`config.mk`:
```
export PLATFORM = sky130hd
export DESIGN_NAME = pe_acc_offset
export DESIGN_NICKNAME = d
export VERILOG_FILES = /design/src/rtl/pe_acc_offset.sv
export SDC_FILE = /design/constraint.sdc
export NUM_CORES = 1
export LEC_CHECK = 0
export CORE_MARGIN = 8
export CORE_UTILIZATION = 50
export DETAILED_ROUTE_END_ITERATION = 8
export HOLD_SLACK_MARGIN = 0.12
export PLACE_DENSITY = 0.81
export SLEW_MARGIN = 15
export SYNTH_ARGS = -nofsm -noshare
export SYNTH_HDL_FRONTEND = slang
export SYNTH_SLANG_ARGS = --single-unit
```
`constraint.sdc`:
```
create_clock -name clk -period 4.7 [get_ports clk]
set_clock_uncertainty 0.05 [all_clocks]
set_input_delay 0.705 -clock clk [delete_from_list [all_inputs] [get_ports clk]]
set_output_delay 0.705 -clock clk [all_outputs]
set_load 0.005 [all_outputs]
```
`src/rtl/pe_acc_offset.sv`:
```
// rtl/pe_acc_offset.sv - offset-seeded signed product accumulator; PE_ACC_SAT_EN selects saturating arithmetic
module pe_acc_offset #(
    parameter int MUL_BW = 16,
    parameter int ACC_BW = 32,
    parameter int CNT_BW = 6
) (
    input  logic                  clk,
    input  logic                  rst_n,
    input  logic [1:0]            gemm_uno,
    input  logic                  start_i,
    input  logic [CNT_BW-1:0]     len_i,
    input  logic [ACC_BW-1:0]     offset_i,
    input  logic [2*MUL_BW-1:0]   prod_i,
    input  logic                  prod_vld_i,
    output logic                  prod_rdy_o,
    output logic [ACC_BW-1:0]     acc_o,
    output logic                  acc_vld_o,
    input  logic                  acc_rdy_i,
    output logic                  busy_o,
    output logic                  sat_o,
    output logic [1:0]            op_o
);

    typedef enum logic [1:0] {IDLE, LOAD, ACC, DONE} state_t;

    localparam logic [CNT_BW-1:0] CNT_ONE = CNT_BW'(1);

    state_t            state;
    logic [CNT_BW-1:0] len_q;
    logic [CNT_BW-1:0] cnt;
    logic [ACC_BW-1:0] acc_q;
    logic [ACC_BW-1:0] prod_ext;
    logic [ACC_BW-1:0] acc_next;
    logic              ovf;
    logic              take;

    assign prod_ext = ACC_BW'($signed(prod_i));
    assign take     = prod_vld_i && prod_rdy_o;
    assign acc_o    = acc_q;

`ifdef PE_ACC_SAT_EN
    logic [ACC_BW:0] sum_w;

    assign sum_w = {acc_q[ACC_BW-1], acc_q} + {prod_ext[ACC_BW-1], prod_ext};
    assign ovf   = (acc_q[ACC_BW-1] == prod_ext[ACC_BW-1]) &&
                   (sum_w[ACC_BW-1] != acc_q[ACC_BW-1]);

    // The extra sum bit carries the true sign, so it picks the clamp rail.
    always_comb begin
        acc_next = sum_w[ACC_BW-1:0];
        if (ovf)
            acc_next = sum_w[ACC_BW] ? {1'b1, {(ACC_BW-1){1'b0}}}
                                     : {1'b0, {(ACC_BW-1){1'b1}}};
    end

    always_ff @(posedge clk or negedge rst_n) begin
        if (!rst_n)
            sat_o <= 1'b0;
        else if (state == IDLE && start_i)
            sat_o <= 1'b0;
        else if (state == ACC && take && ovf)
            sat_o <= 1'b1;
    end
`else
    assign acc_next = acc_q + prod_ext;
    assign ovf      = 1'b0;
    assign sat_o    = 1'b0;
`endif

    always_ff @(posedge clk or negedge rst_n) begin
        if (!rst_n) begin
            state      <= IDLE;
            len_q      <= '0;
            cnt        <= '0;
            acc_q      <= '0;
            op_o       <= 2'b00;
            prod_rdy_o <= 1'b0;
            acc_vld_o  <= 1'b0;
            busy_o     <= 1'b0;
        end else begin
            case (state)
                IDLE: begin
                    if (start_i) begin
                        len_q  <= len_i;
                        op_o   <= gemm_uno;
                        busy_o <= 1'b1;
                        state  <= LOAD;
                    end
                end
                LOAD: begin
                    // Offset generator output is registered, so it is valid now.
                    acc_q <= offset_i;
                    cnt   <= '0;
                    if (len_q != '0) begin
                        prod_rdy_o <= 1'b1;
                        state      <= ACC;
                    end else begin
                        acc_vld_o <= 1'b1;
                        state     <= DONE;
                    end
                end
                ACC: begin
                    if (take) begin
                        acc_q <= acc_next;
                        cnt   <= cnt + CNT_ONE;
                        if (cnt == len_q - CNT_ONE) begin
                            prod_rdy_o <= 1'b0;
                            acc_vld_o  <= 1'b1;
                            state      <= DONE;
                        end
                    end
                end
                DONE: begin
                    if (acc_rdy_i) begin
                        acc_vld_o <= 1'b0;
                        busy_o    <= 1'b0;
                        state     <= IDLE;
                    end
                end
                default: state <= IDLE;
            endcase
        end
    end

endmodule

```
==> results by group, run 1 <==
Run status
  – Status: finished clean

Clock tree
  – Register clock-pin slew on the reported worst setup and hold paths: 0.11 ns
  – Hold-fix buffers, CTS: 0
  – Root Driver: clkbuf_8
  – Post-CTS Setup Bufs: 0
  – CTS tree: done
  – Clk sinks: 51
  – CTS Buf Count: 5
  – Resize count post-CTS: 0
  – H-tree level count: 2
  – Clock buffer depth: 2
  – Clk_lat worst skew: 0.31 ns

STA
  – Final hold violation count: 0
  – Fin Setup TNS: 0 ns
  – Post-layout minimum cycle time: 3.38 ns
  – RSZ-0062 raised after global routing: false
  – Fmax: 296 MHz
  – Worst slew pin tran: 0.705 ns
  – Slew Limit Fails: 0
  – Slew headroom: 53.0%
  – Final setup viols: 0
  – Part of the cycle the worst path needs: 71.9%

Synthesis
  – Most area-hungry cell type in the Yosys netlist: dfrtp_1
  – YS warnings: 0
  – Post-synth EDFFs: 0
  – Dominant synthesized flop cell: dfrtp_1
  – Post-synth ARST share: 100%
  – Synth Register Bits: 51
  – Syn avg cell area: 8.37 um^2
  – Synth Instances: 518
  – Synth top area share: 29.4%
  – Main area contributors after synthesis: dfrtp_1 29%, ha_1 11%, a21oi_1 6.2%
  – Post-synthesis sequential area ratio: 29.4%
  – Mapped Nets: 633
  – Synth Cell Area: 4340 um^2
  – Post-synth cell types: 65

Global route
  – Largest net degree at the start of global routing: 52
  – Total grt overflow: 0
  – Vias in the first global route: 4404
  – Initial antenna violation count: 0
  – First-pass GRT wire length: 21500 um
  – Total GRT Usage: 22.2%

Route
  – Aggregate routed wire length: 13000 um
  – Initial drt markers: 239
  – DR DRC count: 0
  – DR WL/cell: 17.7 um
  – Drt pass-1 iters: 5
  – Drt via density: 5.96
  – DRT antenna net count: 0
  – Vias: 4379

Layout
  – Final Cell Area: 5670 um^2
  – Total area of multi-input combinational cells: 2900 um^2
  – FILL cells: 693
  – Nets@finish: 741
  – Layout area overhead: 30.7%
  – Sequential cell area: 1280 um^2
  – Diodes inserted: 0
  – Share of layout cells above drive strength 1: 7.50%

Setup path
  – FF-to-FF setup slack: 1.71 ns
  – CP endpoint kind: flip-flop
  – Reg2reg start: acc_o[0]
  – WP buf/inv: 1
  – Worst Setup SP: prod_i[0]
  – Worst r2r dst: acc_o[30]
  – Worst path cell trace: clkdlybuf4s50_1, ha_1, fa_1, a21oi_2, o211ai_1, nand4b_1, nand4_2, a31oi_4, o21a_2, nor3_1, o31a_1, o32ai_2
  – CP peak stage delay: 0.43 ns
  – Number of cells on the critical path: 12
  – Setup crit end: acc_o[30]
  – Worst reg-to-reg path cell count: 11
  – CP max-delay cell: fa_1
  – Crit-path max FO: 4
  – Setup Crit Path Kind: in -> reg
  – Crit path launch type: input port
  – CP arrival: 3.56 ns
  – CP delay by family, top: compound AO/OA/AOI/OAI gates
  – CP required: 4.88 ns

Floorplan
  – Floorplan row count: 34
  – Core ar.: 8550 um^2
  – Die height: 109 um
  – Die Area: 11900 um^2
  – # IOs: 115
  – Initial Util: 50.7%
  – Die X: 109 um

Power
  – Total Power: 3810 uW
  – Clock share of power: 7.5%
  – Worst vdd ir: 0.273 mV
  – NetSw: 1800 uW
  – Net Sw Frac: 47.2%
  – P_leak: 0.00239 uW
  – Pwr Density: 672 nW/um^2
  – Power Internal: 2010 uW
  – Sequential power share: 22.6%
  – Combinational share of power: 69.9%

Min path
  – Worst hold-check path type: in -> async

Run
  – Maxcap violations: 0

Place
  – HPWL after DPL: 10100 um
  – RD Place Congestion: 0.868
  – Number of port buffers: 113
  – Post-Place Cell Area: 5570 um^2
## cell type report
| type | count | share of cell area, % |
|---|---|---|
| Clock inverter | 3 | 0.464 |
| Sequential cell | 51 | 22.5 |
| Timing Repair Buffer | 120 | 20.8 |
| Tap cell | 108 | 2.38 |
| Clock buffer | 5 | 1.21 |
| Inverter | 21 | 1.39 |
| Multi-Input combinational cell | 427 | 51.2 |
## worst min path at each step
stage	start	to	slack (ns)	depth (start not counted)
global route	acc_o[22]	acc_o[22]	0.49	1
floorplan	rst_n	acc_o[0]	0.36	0
detailed placement	acc_vld_o	acc_vld_o	0.44	2
global placement	acc_vld_o	acc_vld_o	0.43	2
CTS	rst_n	acc_o[21]	0.47	2
finish	rst_n	acc_o[16]	0.45	2
## registers in the layout (all words and copies together) (netlist names)
name and count:
prod_rdy_o 1, op_o 2, acc_o 32, cnt 6, acc_vld_o 1, busy_o 1
state 2, len_q 6
## power groups by stage
| stage | registers [uW] | logic [uW] | clock network, uW |
|---|---|---|---|
| 3_3_place_gp | 856 | 2560 | 0 |
| 6_report | 859 | 2660 | 285 |
| 4_1_cts | 857 | 2660 | 293 |
| 2_1_floorplan | 833 | 1800 | 0 |
| 5_1_grt | 892 | 2960 | 307 |
| 3_5_place_dp | 867 | 2640 | 0 |
## logic make-up (layout without fill, tap and decap cells)
| kind of cell | count (synthesis) | count (layout) | share of synthesized area (%) |
|---|---|---|---|
| simple gates | 153 | 153 | 16.6 |
| mux | 31 | 31 | 7.50 |
| flops | 51 | 51 | 29.4 |
| other cells | 1 | 1 | 0.0865 |
| buf+inv | 40 | 149 | 3.61 |
| compound gates | 171 | 171 | 24.9 |
| fa+ha+maj | 38 | 38 | 11.1 |
| xor+xnor | 33 | 33 | 6.66 |
## layer usage
layer / share of wire, % / up-vias / wire length (um) / global-route usage (%)
li1: - / 2086 / - / -
met1: 44 / 2121 / 5720 / 28.7
met2: 49 / 163 / 6340 / 37.8
met3: 6.7 / 9 / 867 / 4.02
met4: 0.63 / 0 / 82 / 4.40
met5: 0 / - / 0 / 0
## worst register-to-register path, stage by stage (launching register included)
cell and delay (ns):
dfrtp_1 0.42, ha_1 0.22, fa_1 0.43, a21oi_2 0.19, o211ai_1 0.17, nand4b_1 0.15, nand4_2 0.20, a31oi_4 0.30
o21a_2 0.20, nor3_1 0.08, o31a_1 0.28, o32ai_2 0.23
## per-stage QoR
step	utilization (%)	instances	hold slack, ns	worst slack, ns
after floorplan	-	518	0.359	1.73
after global placement	65.2	727	0.428	1.10
after detailed placement	65.2	727	0.442	1.00
after CTS	66.3	735	0.469	1.34
after global routing	66.3	735	0.495	1.18
final	66.3	735	0.450	1.32
## cell usage in the layout (no fill, tap or decap), types with 6 or more instances in the layout
cell type,count
o21ai_0,51
mux2i_1,22
a31oi_1,8
dfrtp_1,51
a21o_1,8
xor2_1,13
xnor2_1,20
mux2_2,8
nand4_1,6
a21oi_1,54
inv_1,20
nand3_1,11
buf_4,7
ha_1,37
clkdlybuf4s50_1,112
nor2_1,33
o211ai_1,8
nand2_1,72
## synthesized netlist by cell type, types with 2 or more instances
library cell	n
a311o_1	2
nor3_1	5
nor2_1	33
nand2_1	72
o21ai_0	51
ha_1	37
o211ai_1	8
a21o_1	8
a22oi_1	2
a31oi_1	8
o22ai_1	2
o31ai_1	3
xnor2_1	20
nand2b_1	3
mux2i_1	22
o221ai_1	2
a32oi_1	2
mux2_2	8
buf_2	2
o21ai_1	4
nor2b_1	5
and3_1	2
and2_4	2
nor4_1	3
dfrtp_1	51
o21bai_1	4
a21oi_2	5
nor3b_2	2
xor2_1	13
buf_1	3
nand3_1	11
a21oi_1	54
nand4_1	6
inv_1	20
clkbuf_1	13
No activity file was read; power rests on OpenSTA's default activity.
==> run 2, diff against run 1 <==
clock period = 3.45 ns   (was 4.7 ns; I/O delays follow)
==> run 2 against run 1 <==
Against the previous run:
- worst setup slack got worse by 0.96 ns
- final area rose by 0.31%
- clock power rose by 36%
- total power rose by 37%
- sequential share of layout area fell by 0.069 points
- via count fell by 1.9%
- critical path type unchanged
==> results by group, run 2 (synthesis gave the netlist of run 1 again) <==
Run status
  – Status: finished clean

STA
  – Fin Setup TNS: 0 ns (unchanged)
  – Final setup viols: 0 (unchanged)
  – Worst slew pin tran: 0.910 ns (+0.205 ns)
  – Post-layout minimum cycle time: 3.09 ns
  – Worst hold slack: 0.277 ns (-0.173 ns)
  – Part of the cycle the worst path needs: 89.6%
  – RSZ-0062 raised after global routing: false
  – Slew Limit Fails: 0 (unchanged)
  – Fmax: 323 MHz
  – Final hold violation count: 0 (unchanged)
  – Slew headroom: 39.3% (-14 points)

Route
  – DRT antenna net count: 0 (unchanged)
  – Initial drt markers: 205 (-14%)
  – Drt via density: 5.83 (-2.2%)
  – DR DRC count: 0 (unchanged)
  – Aggregate routed wire length: 13200 um (+1.4%)
  – Drt pass-1 iters: 5 (unchanged)
  – Vias: 4294 (-1.9%)
  – DR WL/cell: 17.9 um (+1.1%)

Place
  – HPWL after DPL: 10300 um (+2.0%)
  – RD Place Congestion: 0.883 (+1.6%)
  – Number of port buffers: 113 (unchanged)
  – Dpl cells: 729 (+0.28%)

Global route
  – First-pass GRT wire length: 21500 um (+0.35%)
  – Total grt overflow: 0 (unchanged)
  – Largest net degree at the start of global routing: 41 (-21%)
  – Vias in the first global route: 4529 (+2.8%)
  – Total GRT Usage: 22.2% (unchanged)
  – Initial antenna violation count: 0 (unchanged)

Floorplan
  – Initial Util: 50.7% (unchanged)
  – Die Area: 11900 um^2 (unchanged)
  – Die height: 109 um (unchanged)
  – Floorplan row count: 34 (unchanged)
  – # IOs: 115 (unchanged)
  – Die X: 109 um (unchanged)
  – Core ar.: 8550 um^2 (unchanged)

Clock tree
  – Register clock-pin slew on the reported worst setup and hold paths: 0.11 ns (about the same)
  – Root Driver: clkbuf_8
  – Clk_lat worst skew: 0.31 ns (about the same)
  – Hold-fix buffers, CTS: 0 (unchanged)
  – Resize count post-CTS: 0 (unchanged)
  – CTS Buf Count: 5 (unchanged)
  – H-tree level count: 2 (unchanged)
  – CTS tree: done
  – Clk sinks: 51 (unchanged)
  – Clock buffer depth: 2 (unchanged)
  – Post-CTS Setup Bufs: 0 (unchanged)

Run
  – Maxcap violations: 0 (unchanged)

Setup path
  – Reg2reg start: acc_o[0]
  – CP max-delay cell: fa_1
  – Setup Crit Path Kind: in -> reg
  – Crit path launch type: input port
  – Worst path cell trace: clkdlybuf4s50_1, ha_1, fa_1, a21oi_2, o211ai_1, nand4b_1, nand4_2, a31oi_4, nor4_1, a2111oi_2, xor2_1, o21ai_1
  – CP endpoint kind: flip-flop
  – Worst Setup SP: prod_i[0]
  – CP peak stage delay: 0.43 ns (about the same)
  – CP arrival: 3.23 ns (-0.33 ns)
  – CP required: 3.58 ns (-1.30 ns)
  – FF-to-FF setup slack: 0.59 ns (-1.12 ns)
  – Crit-path max FO: 4 (unchanged)

Power
  – Combinational share of power: 70.0% (about the same)
  – Pwr Density: 917 nW/um^2 (+37%)
  – Clock share of power: 7.4% (about the same)
  – Power Internal: 2760 uW (+37%)
  – Sequential power share: 22.6% (about the same)
  – Net Sw Frac: 47.1% (about the same)
  – Total Power: 5210 uW (+37%)
  – P_leak: 0.00240 uW (+0.45%)
  – Worst vdd ir: 0.390 mV (+43%)
  – NetSw: 2460 uW (+37%)

Layout
  – Layout area overhead: 31.1%
  – Nets@finish: 743 (+0.27%)
  – Most frequent cells in the layout: 112 x clkdlybuf4s50_1, 72 x nand2_1, 54 x a21oi_1, 51 x o21ai_0, 51 x dfrtp_1
  – Final core occ: 66.5% (+0.20 points)
  – Non-Filler Instances: 737 (+0.27%)
  – Share of layout cells above drive strength 1: 7.79% (+0.29 points)
  – Most common cell after layout, fill and taps aside: clkdlybuf4s50_1
  – Diodes inserted: 0 (unchanged)
  – Max FFs per register: 32 (unchanged)

Min path
  – Worst hold-check path type: in -> async
## run 2: power by group through the flow
stage	Combinational, uW	Clock (uW)	Sequential, uW
final	3650	387	1180
after global routing	4030	422	1220
after global placement	3510	0	1170
after detailed placement	3620	0	1190
after floorplan	2450	0	1140
after CTS	3640	399	1180
## run 2: path summary, 6_finish.rpt
kind | cells past startpoint | endpoint
setup / recovery | 12 | acc_o[28]
hold / removal | 1 | acc_o[15]
setup reg to reg | 11 | acc_o[28]
hold reg to reg | 2 | acc_vld_o
max in group asynchronous | 2 | acc_o[23]
min in group clk | 2 | acc_vld_o
## run 2: per-stage QoR
| step | worst slack [ns] | area, um^2 |
|---|---|---|
| 2_1_floorplan | 0.666 | 4340 |
| 3_3_place_gp | 0.0969 | 5590 |
| 3_5_place_dp | 0.0538 | 5590 |
| 4_1_cts | 0.374 | 5690 |
| 5_1_grt | 0.216 | 5690 |
| 6_report | 0.357 | 5690 |
## run 2: cell type report
type	instances	area, um^2
Inverter	21	78.8
Tap cell	108	135
Fill cell	753	2870
Clock inverter	3	28.8
Timing Repair Buffer	122	1190
Multi-Input combinational cell	427	2900
Clock buffer	5	68.8
Sequential cell	51	1280
## run 2: worst max-delay path, delay by kind of cell
kind / cells / cell delay, ns
buffers and inverters: 1 / 0.42
AND/OR/NAND/NOR: 3 / 0.40
adder cells (fa/ha/maj): 2 / 0.66
AO/OA/AOI/OAI: 5 / 1.05
XOR/XNOR: 1 / 0.18
## run 2: per-layer routing
layer | global-route usage [%] | wire, um
met5 | 0 | 0
met3 | 3.01 | 712
met4 | 4.99 | 183
met2 | 38.6 | 6450
met1 | 28.3 | 5840
